### src/rtl/board_state_controller_if.sv
// Drop-request and game-state bundle between the column calculator side (master)
// and the board state controller (slave).
interface board_state_controller_if;
    logic        new_game;
    logic        drop_valid;
    logic [4:0]  drop_position;
    logic [11:0] counters;
    logic [15:0] board_occupied;
    logic [15:0] board_player;
    logic        current_player;
    logic        busy;
    logic        drop_ack;
    logic        drop_reject;
    logic [1:0]  winner;
    logic        game_over;

    modport master (
        output new_game, drop_valid, drop_position,
        input  counters, board_occupied, board_player, current_player,
               busy, drop_ack, drop_reject, winner, game_over
    );

    modport slave (
        input  new_game, drop_valid, drop_position,
        output counters, board_occupied, board_player, current_player,
               busy, drop_ack, drop_reject, winner, game_over
    );
endinterface

### src/rtl/board_state_controller.sv
// 4x4 Connect-4 game-state keeper: accepts drops, tracks column fill, detects win/draw.
// Define CONNECT4_DIAG_WIN_EN to also count the two long diagonals as win lines.
module board_state_controller (
    input  logic                     clk,
    input  logic                     reset,
    board_state_controller_if.slave  bus
);
    typedef enum logic [1:0] {S_IDLE, S_PLACE, S_CHECK, S_OVER} state_t;

    state_t      r_state, w_state_nxt;
    logic        r_drop_valid_q;
    logic [3:0]  r_pos, w_pos_nxt;
    logic [11:0] r_counters, w_counters_nxt;
    logic [15:0] r_occ, w_occ_nxt;
    logic [15:0] r_player, w_player_nxt;
    logic        r_cur, w_cur_nxt;
    logic        r_ack, w_ack_nxt;
    logic        r_reject, w_reject_nxt;
    logic [1:0]  r_winner, w_winner_nxt;
    logic        r_game_over, w_game_over_nxt;

    logic        w_edge;
    logic        w_req_ok;
    logic        w_win;
    logic [2:0]  w_col_cnt;
    logic [15:0] w_mine;

    assign w_edge = bus.drop_valid & ~r_drop_valid_q;
    assign w_mine = r_occ & (r_cur ? r_player : ~r_player);

    always_comb begin
        w_col_cnt = 3'd0;
        for (int c = 0; c < 4; c++)
            if (bus.drop_position[1:0] == 2'(c)) w_col_cnt = r_counters[3*c +: 3];
    end

    // Positions 16..30 name no cell; rejecting them also keeps a full column from matching row 4.
    assign w_req_ok = ~bus.drop_position[4]
                    & ~r_occ[bus.drop_position[3:0]]
                    & (w_col_cnt == {1'b0, bus.drop_position[3:2]});

    always_comb begin
        w_win = 1'b0;
        for (int i = 0; i < 4; i++) begin
            if (&w_mine[4*i +: 4]) w_win = 1'b1;
            if (w_mine[i] & w_mine[i+4] & w_mine[i+8] & w_mine[i+12]) w_win = 1'b1;
        end
`ifdef CONNECT4_DIAG_WIN_EN
        if (w_mine[0] & w_mine[5] & w_mine[10] & w_mine[15]) w_win = 1'b1;
        if (w_mine[3] & w_mine[6] & w_mine[9]  & w_mine[12]) w_win = 1'b1;
`endif
    end

    always_comb begin
        // NOTE: every next-state variable gets a default first so no path infers a latch.
        w_state_nxt     = r_state;
        w_pos_nxt       = r_pos;
        w_counters_nxt  = r_counters;
        w_occ_nxt       = r_occ;
        w_player_nxt    = r_player;
        w_cur_nxt       = r_cur;
        w_ack_nxt       = 1'b0;
        w_reject_nxt    = 1'b0;
        w_winner_nxt    = r_winner;
        w_game_over_nxt = r_game_over;
        case (r_state)
            S_IDLE: begin
                if (w_edge) begin
                    if (w_req_ok) begin
                        w_pos_nxt   = bus.drop_position[3:0];
                        w_state_nxt = S_PLACE;
                    end else begin
                        w_reject_nxt = 1'b1;
                    end
                end
            end
            S_PLACE: begin
                w_occ_nxt[r_pos]    = 1'b1;
                w_player_nxt[r_pos] = r_cur;
                for (int c = 0; c < 4; c++)
                    if (r_pos[1:0] == 2'(c))
                        w_counters_nxt[3*c +: 3] = r_counters[3*c +: 3] + 3'd1;
                w_ack_nxt   = 1'b1;
                w_state_nxt = S_CHECK;
            end
            S_CHECK: begin
                if (w_win) begin
                    w_winner_nxt    = {r_cur, ~r_cur};
                    w_game_over_nxt = 1'b1;
                    w_state_nxt     = S_OVER;
                end else if (&r_occ) begin
                    w_winner_nxt    = 2'b11;
                    w_game_over_nxt = 1'b1;
                    w_state_nxt     = S_OVER;
                end else begin
                    w_cur_nxt   = ~r_cur;
                    w_state_nxt = S_IDLE;
                end
            end
            S_OVER: begin
                if (w_edge) w_reject_nxt = 1'b1;
            end
            default: w_state_nxt = S_IDLE;
        endcase
    end

    always_ff @(posedge clk) begin
        // NOTE: state registers use non-blocking assignments so all flops update together.
        if (reset || bus.new_game) begin
            r_state        <= S_IDLE;
            r_drop_valid_q <= 1'b0;
            r_pos          <= 4'd0;
            r_counters     <= 12'd0;
            r_occ          <= 16'd0;
            r_player       <= 16'd0;
            r_cur          <= 1'b0;
            r_ack          <= 1'b0;
            r_reject       <= 1'b0;
            r_winner       <= 2'b00;
            r_game_over    <= 1'b0;
        end else begin
            r_state        <= w_state_nxt;
            r_drop_valid_q <= bus.drop_valid;
            r_pos          <= w_pos_nxt;
            r_counters     <= w_counters_nxt;
            r_occ          <= w_occ_nxt;
            r_player       <= w_player_nxt;
            r_cur          <= w_cur_nxt;
            r_ack          <= w_ack_nxt;
            r_reject       <= w_reject_nxt;
            r_winner       <= w_winner_nxt;
            r_game_over    <= w_game_over_nxt;
        end
    end

    assign bus.counters       = r_counters;
    assign bus.board_occupied = r_occ;
    assign bus.board_player   = r_player;
    assign bus.current_player = r_cur;
    assign bus.busy           = (r_state != S_IDLE);
    assign bus.drop_ack       = r_ack;
    assign bus.drop_reject    = r_reject;
    assign bus.winner         = r_winner;
    assign bus.game_over      = r_game_over;
endmodule

### src/flat_wrapper.sv
// flat-port wrapper written by rule: the top's interface ports become plain ports
module board_state_controller_flat 
  (clk, reset, bus_new_game, bus_drop_valid, bus_drop_position, bus_counters, bus_board_occupied, bus_board_player, bus_current_player, bus_busy, bus_drop_ack, bus_drop_reject, bus_winner, bus_game_over);
  board_state_controller_if bus_i ();
  input  logic clk;
  input  logic reset;
  input wire logic [$bits(bus_i.new_game)-1:0] bus_new_game;
  input wire logic [$bits(bus_i.drop_valid)-1:0] bus_drop_valid;
  input wire logic [$bits(bus_i.drop_position)-1:0] bus_drop_position;
  output wire logic [$bits(bus_i.counters)-1:0] bus_counters;
  output wire logic [$bits(bus_i.board_occupied)-1:0] bus_board_occupied;
  output wire logic [$bits(bus_i.board_player)-1:0] bus_board_player;
  output wire logic [$bits(bus_i.current_player)-1:0] bus_current_player;
  output wire logic [$bits(bus_i.busy)-1:0] bus_busy;
  output wire logic [$bits(bus_i.drop_ack)-1:0] bus_drop_ack;
  output wire logic [$bits(bus_i.drop_reject)-1:0] bus_drop_reject;
  output wire logic [$bits(bus_i.winner)-1:0] bus_winner;
  output wire logic [$bits(bus_i.game_over)-1:0] bus_game_over;
  assign bus_i.new_game = bus_new_game;
  assign bus_i.drop_valid = bus_drop_valid;
  assign bus_i.drop_position = bus_drop_position;
  assign bus_counters = bus_i.counters;
  assign bus_board_occupied = bus_i.board_occupied;
  assign bus_board_player = bus_i.board_player;
  assign bus_current_player = bus_i.current_player;
  assign bus_busy = bus_i.busy;
  assign bus_drop_ack = bus_i.drop_ack;
  assign bus_drop_reject = bus_i.drop_reject;
  assign bus_winner = bus_i.winner;
  assign bus_game_over = bus_i.game_over;
  board_state_controller u_core (.clk(clk), .reset(reset), .bus(bus_i));
endmodule
### config.mk
export PLATFORM = sky130hd
export DESIGN_NAME = board_state_controller_flat
export DESIGN_NICKNAME = d
export VERILOG_FILES = /design/src/rtl/board_state_controller_if.sv /design/src/rtl/board_state_controller.sv /design/src/flat_wrapper.sv
export SDC_FILE = /design/constraint.sdc
export NUM_CORES = 1
export LEC_CHECK = 0
export CORE_UTILIZATION = 35
export DETAILED_ROUTE_END_ITERATION = 8
export PLACE_DENSITY = 0.56
export SLEW_MARGIN = 40
export SYNTH_ARGS = -nofsm -noshare
export SYNTH_HDL_FRONTEND = slang
export SYNTH_SLANG_ARGS = --single-unit
### constraint.sdc
create_clock -name clk -period 3.2 [get_ports clk]
set_input_delay 0.48 -clock clk [delete_from_list [all_inputs] [get_ports clk]]
set_output_delay 0.48 -clock clk [all_outputs]
set_load 0.1 [all_outputs]
==> qor.yml <==
cpMaxStageDelayCell: "clkdlybuf4s50_1"
cts_buffer_depth: 2
min_period_over_period_pct: 85.8
cp_max_fo: 5
worstPathRequired_ns: 3.40
insertion_delay_ns: 0.34
yosysTopAreaCellShare_pct: 41.4
syn_area_sq_um: 2760
grt_pass1_wl_um: 12700
grt_overflow: 0
yosysMostFrequentCell: "nor2_1"
antennaDiodeCount: 0
synth-seq-cells: 57
rr_worst_depth: 6
io_buffer_count: 59
worst_slew_pin_slew_ns: 0.625
yosys-top-cells-area: "dfxtp_1, nor2_1, a21oi_1, mux4_2, ha_1"
finalSetupTns_ns: 0
hold_viol_final: 0
skew_ns: 0.00684
worst-path-buf-inv: 1
ys.flop_type: "dfxtp_1"
synth_common_cells: "nor2_1, dfxtp_1, a21oi_1"
ant_nets: 0
critPathTopFamily: "simple AND/OR/NAND/NOR gates"
synth_warnings: 0
yosys.area.top_type: "dfxtp_1"
syn-num-nets: 342
rr_endpoint: "u_core.bus.current_player"
start_util_pct: 37.0
use_met2_pct: 31.6
critPathKind: "primary input to register"
crit_chain: "clkdlybuf4s50_1 > mux4_2 > or4b_1 > nand4_1 > and4_1 > mux2i_1 > nor2_1"
grt_max_degree: 54
gp_congestion: 0.827
final_core_util_pct: 46.9
leakagePower_nw: 1.40
cts_inserted_buffers: 9
dieWidth_um: 90.7
p_per_area_nw_per_um2: 419
grt_usage_pct: 20.1
path_clk_slew_ns: 0.06
dp_hpwl_um: 5860
syn_avg_cell_area_sq_um: 8.48
status: "complete, no violations"
area_growth_pct: 26.7
layout_min_cycle_time_ns: 2.75
die_h_um: 90.7
first_pass_iters: 6
vias: 2580
slew_violations: 0
max_clock_freq_ghz: 0.364
met1_usage_pct: 26.3
vdd_drop_max_uv: 183
setup_violations: 0
synthCells: 325
clock-sinks: 57
hp-start: "u_core.bus.game_over"
cp-end-kind: "register"
cts_setup_buffers: 0
dieArea_sq_um: 8230
drive_above_1_share_pct: 21.5
reg2reg_from: "u_core.bus.current_player"
async_reset_ff_share_pct: 0
min-delay-path-class: "register to register"
grt_pass1_vias: 2403
wire_per_inst_um: 16.4
cp.arrival_ns: 2.95
nets: 398
top_level_ports: 60
row_count: 31
worst_setup_path_start_kind: "primary input"
gr-usage-met3_pct: 5.98
drc: 0
htreeDepth: 3
top_usage_layer: "met2"
cts-resized-gates: 0
holdPathEnd: "u_core.bus.game_over"
antenna_found_initial: 0
wirelength_um: 7950
hold_depth: 2
rrSetupSlack_ns: 0.74
synth_edf_count: 0
maxSlewHeadroom_pct: 58.3
drtIter0Drc: 198
via_per_inst: 5.32
ctsHoldBuffers: 0
rsz0062_at_grt: "false"
core_sq_um: 7450
cts_tree: "yes"
ys_seq_area_share_pct: 41.4
netlist-cell-type-count: 43
max_stage_delay_ns: 0.61
clockRootBuffer: "clkbuf_8"
maxCapViolCount: 0
[layout by cell type (no fill, tap or decap), types with 2 or more instances in the layout]
cell type and count:
nor4_1 3, nand2_1 26, or3_1 2, ha_1 8
xor2_1 6, a211oi_1 3, nand3b_1 2, mux2i_1 10
clkinv_2 3, buf_2 5, nor2_1 67, nand4_1 10
dfxtp_1 57, buf_4 51, and2_1 2, xnor2_1 4
clkdlybuf4s50_1 8, a21oi_1 28, clkbuf_8 11, o22ai_1 2
nand3_1 11, mux4_2 6, and4_1 4, or4_1 9
inv_1 7, nor3_1 2, nand2b_1 3, o21ai_0 18
[stage by stage]
| stage | hold WS, ns | setup WS (ns) | power [mW] | area [sq um] | instances |
|---|---|---|---|---|---|
| global route | 0.517 | 0.319 | 1.52 | 3490 | 485 |
| CTS | 0.484 | 0.443 | 1.48 | 3490 | 485 |
| global placement | 0.448 | 0.144 | 0.789 | 3300 | 469 |
| detailed placement | 0.466 | 0.100 | 0.789 | 3280 | 469 |
| floorplan | 0.484 | 0.360 | 0.769 | 2760 | 325 |
| finish | 0.486 | 0.453 | 1.46 | 3490 | 485 |
[cell type report]
| class | count | area (sq um) |
|---|---|---|
| clock inverters | 5 | 53.8 |
| repair buffers | 64 | 488 |
| fillers | 767 | 3960 |
| clock buffers | 11 | 151 |
| multi-input cells | 242 | 1510 |
| flip-flops and latches | 57 | 1140 |
| inverters | 7 | 26.3 |
| well taps | 99 | 124 |
[how the worst max path moves through the flow]
| stage | startpoint | endpoint | slack [ns] | cells after the start |
|---|---|---|---|---|
| 3_3_place_gp | bus_drop_position[0] | u_core.r_pos[0] | 0.14 | 7 |
| 5_1_grt | bus_drop_position[0] | u_core.r_pos[0] | 0.32 | 7 |
| 4_1_cts | bus_drop_position[0] | u_core.r_pos[2] | 0.44 | 7 |
| 3_5_place_dp | bus_drop_position[0] | u_core.r_pos[2] | 0.10 | 7 |
| 6_report | bus_drop_position[0] | u_core.r_pos[2] | 0.45 | 7 |
| 2_1_floorplan | u_core.bus.current_player | u_core.bus.current_player | 0.36 | 8 |
[state kept, by name (all words and copies together), names as in the netlist]
register,flops
u_core.bus.board_occupied,16
u_core.bus.board_player,16
u_core.bus.counters,12
u_core.bus.current_player,1
u_core.bus.drop_ack,1
u_core.bus.drop_reject,1
u_core.bus.game_over,1
u_core.bus.winner,2
u_core.r_drop_valid_q,1
u_core.r_pos,4
u_core.r_state,2
[routing by layer]
metal	vias up	wire length, um
met1	1219	3740
met3	12	486
met4	0	118
met2	87	3610
li1	1262	-
met5	-	0
[power breakdown]
part | internal (mW) | leakage [nW] | switching, mW
registers | 0.711 | 0.459 | 0.00156
logic | 0.0226 | 0.836 | 0.0377
clock network | 0.399 | 0.109 | 0.292
[worst reg2reg max path, delay by kind of cell, from the launching register on]
family	cells	cell delay, ns
flip-flops	1	0.69
AO/OA/AOI/OAI	3	0.50
AND/OR/NAND/NOR	3	1.20
[kinds of logic after synthesis]
family | share of synthesized area, %
xor+xnor | 3.18
flops | 41.4
compound gates | 12.7
buf+inv | 4.18
fa+ha+maj | 3.63
mux | 9.49
simple gates | 25.5
No activity file was read; power rests on OpenSTA's default activity.
